<file path="src/rtl/display_pkg.sv">
// Shared digit indices, scan states and digit helpers for the
// seven-segment clock display blocks.
package display_pkg;

    localparam int NUM_DIGITS = 6;

    typedef logic [2:0] dig_idx_t;

    localparam dig_idx_t DIG_SEG1  = 3'd0;
    localparam dig_idx_t DIG_SEG2  = 3'd1;
    localparam dig_idx_t DIG_MIN1  = 3'd2;
    localparam dig_idx_t DIG_MIN2  = 3'd3;
    localparam dig_idx_t DIG_HORA1 = 3'd4;
    localparam dig_idx_t DIG_HORA2 = 3'd5;

    typedef enum logic [1:0] {
        IDLE  = 2'd0,
        SHOW  = 2'd1,
        BLANK = 2'd2
    } state_t;

    // snap packs {hora, min, seg}; nibbles are passed through unvalidated
    function automatic logic [3:0] pick_digit(
        input logic [23:0] snap,
        input dig_idx_t    idx
    );
        logic [3:0] nib;
        nib = 4'd0;
        case (idx)
            DIG_SEG1:  nib = snap[3:0];
            DIG_SEG2:  nib = snap[7:4];
            DIG_MIN1:  nib = snap[11:8];
            DIG_MIN2:  nib = snap[15:12];
            DIG_HORA1: nib = snap[19:16];
            DIG_HORA2: nib = snap[23:20];
            default:   nib = 4'd0;
        endcase
        return nib;
    endfunction

    function automatic dig_idx_t next_digit(input dig_idx_t idx);
        return (idx >= DIG_HORA2) ? DIG_SEG1 : idx + 3'd1;
    endfunction

endpackage

</file>
<file path="src/rtl/barrido_display_if.sv">
// Time inputs, scan enable and digit outputs between the clock core,
// the scan controller and the anode / segment decoders.
interface barrido_display_if;
    import display_pkg::*;

    logic       enable;
    logic [7:0] seg_bcd;
    logic [7:0] min_bcd;
    logic [7:0] hora_bcd;
    dig_idx_t   cont_anodo;
    logic [3:0] digito_bcd;
    logic       blank;
    logic       frame_start;

    modport master (
        output enable, seg_bcd, min_bcd, hora_bcd,
        input  cont_anodo, digito_bcd, blank, frame_start
    );

    modport slave (
        input  enable, seg_bcd, min_bcd, hora_bcd,
        output cont_anodo, digito_bcd, blank, frame_start
    );

endinterface

</file>
<file path="src/rtl/barrido_display_contador_divisor.sv">
// Terminal-count counter with synchronous clear; done is high on the
// last enabled cycle of each TERMINAL-cycle period.
module contador_divisor #(
    parameter int WIDTH    = 8,
    parameter int TERMINAL = 4
) (
    input  logic clk,
    input  logic reset,
    input  logic clear,
    input  logic en,
    output logic done
);

    logic [WIDTH-1:0] cnt;

    assign done = en && (cnt == WIDTH'(TERMINAL - 1));

    always_ff @(posedge clk) begin
        if (reset) begin
            cnt <= '0;
        end else if (clear) begin
            cnt <= '0;
        end else if (en) begin
            cnt <= done ? '0 : cnt + 1'b1;
        end
    end

endmodule

</file>
<file path="src/rtl/barrido_display.sv">
// Six-digit scan controller: per-frame snapshot of the time, digit
// stepping 0..5 with a show dwell and an anti-ghost blanking gap.
module barrido_display
    import display_pkg::*;
#(
    parameter int DIV_COUNT    = 100_000,
    parameter int BLANK_CYCLES = 1_000
) (
    input  logic         clk,
    input  logic         reset,
    barrido_display_if.slave bus
);

    localparam int MAX_CNT = (DIV_COUNT > BLANK_CYCLES) ?
                             DIV_COUNT : BLANK_CYCLES;
    localparam int CW      = $clog2(MAX_CNT + 1);
    localparam int BLK_T   = (BLANK_CYCLES > 0) ? BLANK_CYCLES : 1;

    state_t     state;
    dig_idx_t   idx;
    dig_idx_t   nidx;
    logic [23:0] snap;
    logic [23:0] live;
    logic [3:0] digito;
    logic       blank_q;
    logic       fs_q;
    logic       show_en;
    logic       blank_en;
    logic       dwell_done;
    logic       blank_done;
    logic       advance;
    logic       entry;

    assign live     = {bus.hora_bcd, bus.min_bcd, bus.seg_bcd};
    assign show_en  = (state == SHOW);
    assign blank_en = (state == BLANK);

    always_comb begin
        advance = 1'b0;
        case (state)
            SHOW:    advance = dwell_done && (BLANK_CYCLES == 0);
            BLANK:   advance = blank_done;
            default: advance = 1'b0;
        endcase
        // every state change (and show-to-show) restarts both counters
        entry = !bus.enable || (state == IDLE) || advance ||
                (show_en && dwell_done);
        nidx  = next_digit(idx);
    end

    contador_divisor #(
        .WIDTH    (CW),
        .TERMINAL (DIV_COUNT)
    ) u_dwell (
        .clk   (clk),
        .reset (reset),
        .clear (entry),
        .en    (show_en),
        .done  (dwell_done)
    );

    contador_divisor #(
        .WIDTH    (CW),
        .TERMINAL (BLK_T)
    ) u_blank (
        .clk   (clk),
        .reset (reset),
        .clear (entry),
        .en    (blank_en),
        .done  (blank_done)
    );

    always_ff @(posedge clk) begin
        if (reset) begin
            state   <= IDLE;
            idx     <= DIG_SEG1;
            snap    <= '0;
            digito  <= '0;
            blank_q <= 1'b1;
            fs_q    <= 1'b0;
        end else begin
            fs_q <= 1'b0;
            if (!bus.enable) begin
                state   <= IDLE;
                idx     <= DIG_SEG1;
                blank_q <= 1'b1;
            end else if (state == IDLE || advance) begin
                state   <= SHOW;
                blank_q <= 1'b0;
                // a new frame latches all six digits at once
                if (state == IDLE || nidx == DIG_SEG1) begin
                    idx    <= DIG_SEG1;
                    snap   <= live;
                    digito <= bus.seg_bcd[3:0];
                    fs_q   <= 1'b1;
                end else begin
                    idx    <= nidx;
                    digito <= pick_digit(snap, nidx);
                end
            end else if (show_en && dwell_done) begin
                state   <= BLANK;
                blank_q <= 1'b1;
            end
        end
    end

    assign bus.cont_anodo  = idx;
    assign bus.digito_bcd  = digito;
    assign bus.blank       = blank_q;
    assign bus.frame_start = fs_q;

endmodule

</file>
<file path="src/flat_wrapper.sv">
// flat-port wrapper written by rule: the top's interface ports become plain ports
module barrido_display_flat import display_pkg::*;
#(
    parameter int DIV_COUNT    = 100_000,
    parameter int BLANK_CYCLES = 1_000
)
  (clk, reset, bus_enable, bus_seg_bcd, bus_min_bcd, bus_hora_bcd, bus_cont_anodo, bus_digito_bcd, bus_blank, bus_frame_start);
  barrido_display_if bus_i ();
  input  logic clk;
  input  logic reset;
  input wire logic [$bits(bus_i.enable)-1:0] bus_enable;
  input wire logic [$bits(bus_i.seg_bcd)-1:0] bus_seg_bcd;
  input wire logic [$bits(bus_i.min_bcd)-1:0] bus_min_bcd;
  input wire logic [$bits(bus_i.hora_bcd)-1:0] bus_hora_bcd;
  output wire logic [$bits(bus_i.cont_anodo)-1:0] bus_cont_anodo;
  output wire logic [$bits(bus_i.digito_bcd)-1:0] bus_digito_bcd;
  output wire logic [$bits(bus_i.blank)-1:0] bus_blank;
  output wire logic [$bits(bus_i.frame_start)-1:0] bus_frame_start;
  assign bus_i.enable = bus_enable;
  assign bus_i.seg_bcd = bus_seg_bcd;
  assign bus_i.min_bcd = bus_min_bcd;
  assign bus_i.hora_bcd = bus_hora_bcd;
  assign bus_cont_anodo = bus_i.cont_anodo;
  assign bus_digito_bcd = bus_i.digito_bcd;
  assign bus_blank = bus_i.blank;
  assign bus_frame_start = bus_i.frame_start;
  barrido_display #(.DIV_COUNT(DIV_COUNT), .BLANK_CYCLES(BLANK_CYCLES)) u_core (.clk(clk), .reset(reset), .bus(bus_i));
endmodule
</file>
<file path="config.mk">
export PLATFORM = sky130hd
export DESIGN_NAME = barrido_display_flat
export DESIGN_NICKNAME = d
export VERILOG_FILES = /design/src/rtl/display_pkg.sv /design/src/rtl/barrido_display_if.sv /design/src/rtl/barrido_display_contador_divisor.sv /design/src/rtl/barrido_display.sv /design/src/flat_wrapper.sv
export SDC_FILE = /design/constraint.sdc
export NUM_CORES = 1
export LEC_CHECK = 0
export CELL_PAD_IN_SITES_DETAIL_PLACEMENT = 2
export CELL_PAD_IN_SITES_GLOBAL_PLACEMENT = 2
export CORE_ASPECT_RATIO = 0.75
export CORE_MARGIN = 8
export CORE_UTILIZATION = 30
export DETAILED_ROUTE_END_ITERATION = 6
export GPL_TIMING_DRIVEN = 0
export PLACE_DENSITY_LB_ADDON = 0.1
export SLEW_MARGIN = 20
export SYNTH_ARGS = -nofsm -noshare
export SYNTH_HDL_FRONTEND = slang
export SYNTH_SLANG_ARGS = --single-unit
</file>
<file path="constraint.sdc">
create_clock -name clk -period 6.8 [get_ports clk]
set_input_delay 1.02 -clock clk [delete_from_list [all_inputs] [get_ports clk]]
set_output_delay 1.02 -clock clk [all_outputs]
set_load 0.01 [all_outputs]
</file>
==> impl_results.md <==
* Final hold vios at 0
* Setup repair bufs after CTS at 0
* Vias in the first global route at 3165
* Met1 wire length at 5.26 mm
* Grt ovf at 0
* CTS Buf Count at 9
* Worst-path fanout max at 10
* Setup CP Type: in -> reg
* Vias at 2909
* Minimum clock period at 2.87 ns
* Longest Clk Path Bufs at 2
* Layout cells sized above 1 at 6.28%
* Worst r2r dst: u_core.snap[11]
* Htree depth at 3
* Largest net degree at the start of global routing at 11
* WHS Path Cells at 2
* Register area share after synthesis at 39.9%
* CP endpoint kind: flop
* Min-delay worst type: reg -> reg
* Hold Path Origin: u_core.snap[22]
* Ys async rst share at 0%
* Peak VDD IR at 0.116 mV
* Top-area cell type share of the netlist area at 39.9%
* Final GP Congestion at 0.775
* Yosys reg bits at 69
* PostCTS Resize Cnt at 0
* Final Max Tran Viols at 0
* Dpl ws at 3.54 ns
* Startpoint Class: input port
* Met3 WL post-DR at 398 µm
* Max-slew headroom at 32.8%
* Routed WL per cell at 17.0 µm
* Slew @ Worst Pin at 0.997 ns
* Yosys warnings at 0
* Total Power at 0.948 mW
* Final #Nets at 474
* Commonest cells post-synth: 69 x dfxtp_1, 59 x nor2_1, 47 x nand2b_1
* Die width at 140 µm
* Final WS setup at 3.93 ns
* WP data arrival at 3.14 ns
* Final std cells w/o fill at 590
* Status: completed
* Initial core utilization at 30.3%
* Root Driver: clkbuf_16
* Synth area leaders: dfxtp_1 40%, nand2b_1 8.5%, mux2i_1 7.2%
* First-pass GRT wire length at 16.7 mm
* Antenna fix cells at 0
* Crit path required time at 7.06 ns
* PD cells at 222 mW/mm²
* Synthesized area at 0.00346 mm²
* Final Util at 37.3%
* 1st-iter DRT viols at 87
* PortBufs at 34
* Final worst-path cycle share at 42.3%
* Leakage dissipation at 1.45 nW
* Hold Path End: u_core.snap[22]
* Final Setup Violations at 0
* CTS tree: yes
* Max_cap viols at 0
* Count leader, synth: dfxtp_1
* Residual DRC at 0
* GR Util All Layers at 14.0%
* Placed Instances at 576
* Core ar. at 0.0114 mm²
* R2R Path Start: u_core.u_blank.cnt[0]
* Worst reg2reg setup slack at 3.98 ns
* Initial antenna violation count at 0
* WHS at 0.481 ns
* Final Instance Area at 0.00426 mm²
* Ys flop type: dfxtp_1
* Clock slew at reported path FFs at 0.05 ns
* Cells after Synth at 398
* Num ports at 36
* Final wirelength at 10.0 mm
* Layout area overhead at 23.2%
* Post-route ant nets at 0
* WL met2 at 4.19 mm
* Vias per cell at 4.93
* DR top layer: met4
* Setup_tns at 0 ns
* R2R depth at 8
* Unrepaired setup endpoints after global routing: false
* Total die area at 0.0153 mm²
* Syn_area_per_cell at 8.70 µm²
* Clk sinks at 69
* Net Count, Synth at 429
* Number of flops mapped to enable cells by yosys at 0
* Synth area leader: dfxtp_1
* Hpwl dp at 7.50 mm
* Post-CTS Hold Buffers at 0
* Row Count at 34
* Die height at 109 µm
* Area post-placement at 0.00398 mm²
* Later-pin clock latency in the skew report at 0.34 ns
* F_max at 0.348 GHz
* Drt first pass iters at 4
* Library cells used by synthesis at 46
* Fin Clk Skew at 0.00505 ns
power by group:
| group | total [mW] | internal [mW] | switching [mW] | leakage, nW |
|---|---|---|---|---|
| clock | 0.456 | 0.289 | 0.167 | 0.139 |
| combinational | 0.0679 | 0.0373 | 0.0306 | 0.750 |
| sequential | 0.424 | 0.416 | 0.00839 | 0.561 |
final cells by class:
type                       count  area [µm²]
clock buffer                  12         246
tap                          144         180
buffer                        18        97.6
inverter                      13        48.8
clock inverter                 2        35.0
multi-input combinational    298        1930
fill                        1305        7180
timing repair buffer          34         340
sequential                    69        1380
worst max path at each step:
stage                          start                    end  depth (start not counted)
2_1_floorplan  u_core.u_blank.cnt[0]        u_core.snap[10]                          8
3_3_place_gp              bus_enable  u_core.u_dwell.cnt[3]                          8
3_5_place_dp              bus_enable  u_core.u_blank.cnt[7]                          8
4_1_cts                   bus_enable  u_core.u_blank.cnt[7]                          8
5_1_grt        u_core.u_blank.cnt[0]  u_core.u_blank.cnt[7]                          8
6_report                  bus_enable  u_core.u_blank.cnt[7]                          8
flip-flops by register name, summed over array words and instances (netlist names):
name                    flops
u_core.snap                24
u_core.bus.frame_start      1
u_core.bus.blank            1
u_core.u_dwell.cnt         17
u_core.u_blank.cnt         17
u_core.bus.digito_bcd       4
u_core.bus.cont_anodo       3
u_core.state                2
per-layer routing:
metal  global-route usage, %  up-vias
li1                        -     1446
met5                       0        -
met4                    5.17        0
met1                    18.7     1408
met3                    4.37       14
met2                    20.9       41
cells in the final DEF, fill, tap and decap left out, drive strengths merged, types with 9 or more instances in the layout:
cell type / n
clkbuf: 26
clkdlybuf4s50: 34
dfxtp: 69
inv: 13
mux2i: 25
nand2: 25
nand2b: 47
nand4: 11
nor2: 59
nor3: 9
o21ai: 10
xnor2: 19
xor2: 12
critical path: stages:
cell,delay [ns]
clkdlybuf4s50_1,0.54
inv_1,0.13
nor2_1,0.17
o21ai_0,0.20
or3_1,0.42
clkbuf_1,0.18
clkbuf_1,0.28
nor2_1,0.20
logic make-up after synthesis:
| kind of cell | after synthesis | share of synthesized area, % |
|---|---|---|
| adder cells (fa/ha/maj) | 4 | 1.45 |
| multiplexers | 29 | 8.53 |
| AND/OR/NAND/NOR | 192 | 29.1 |
| flip-flops | 69 | 39.9 |
| AO/OA/AOI/OAI | 42 | 8.93 |
| XOR/XNOR | 31 | 7.84 |
| buffers and inverters | 31 | 4.23 |
Power figures use the tool's default switching activity.
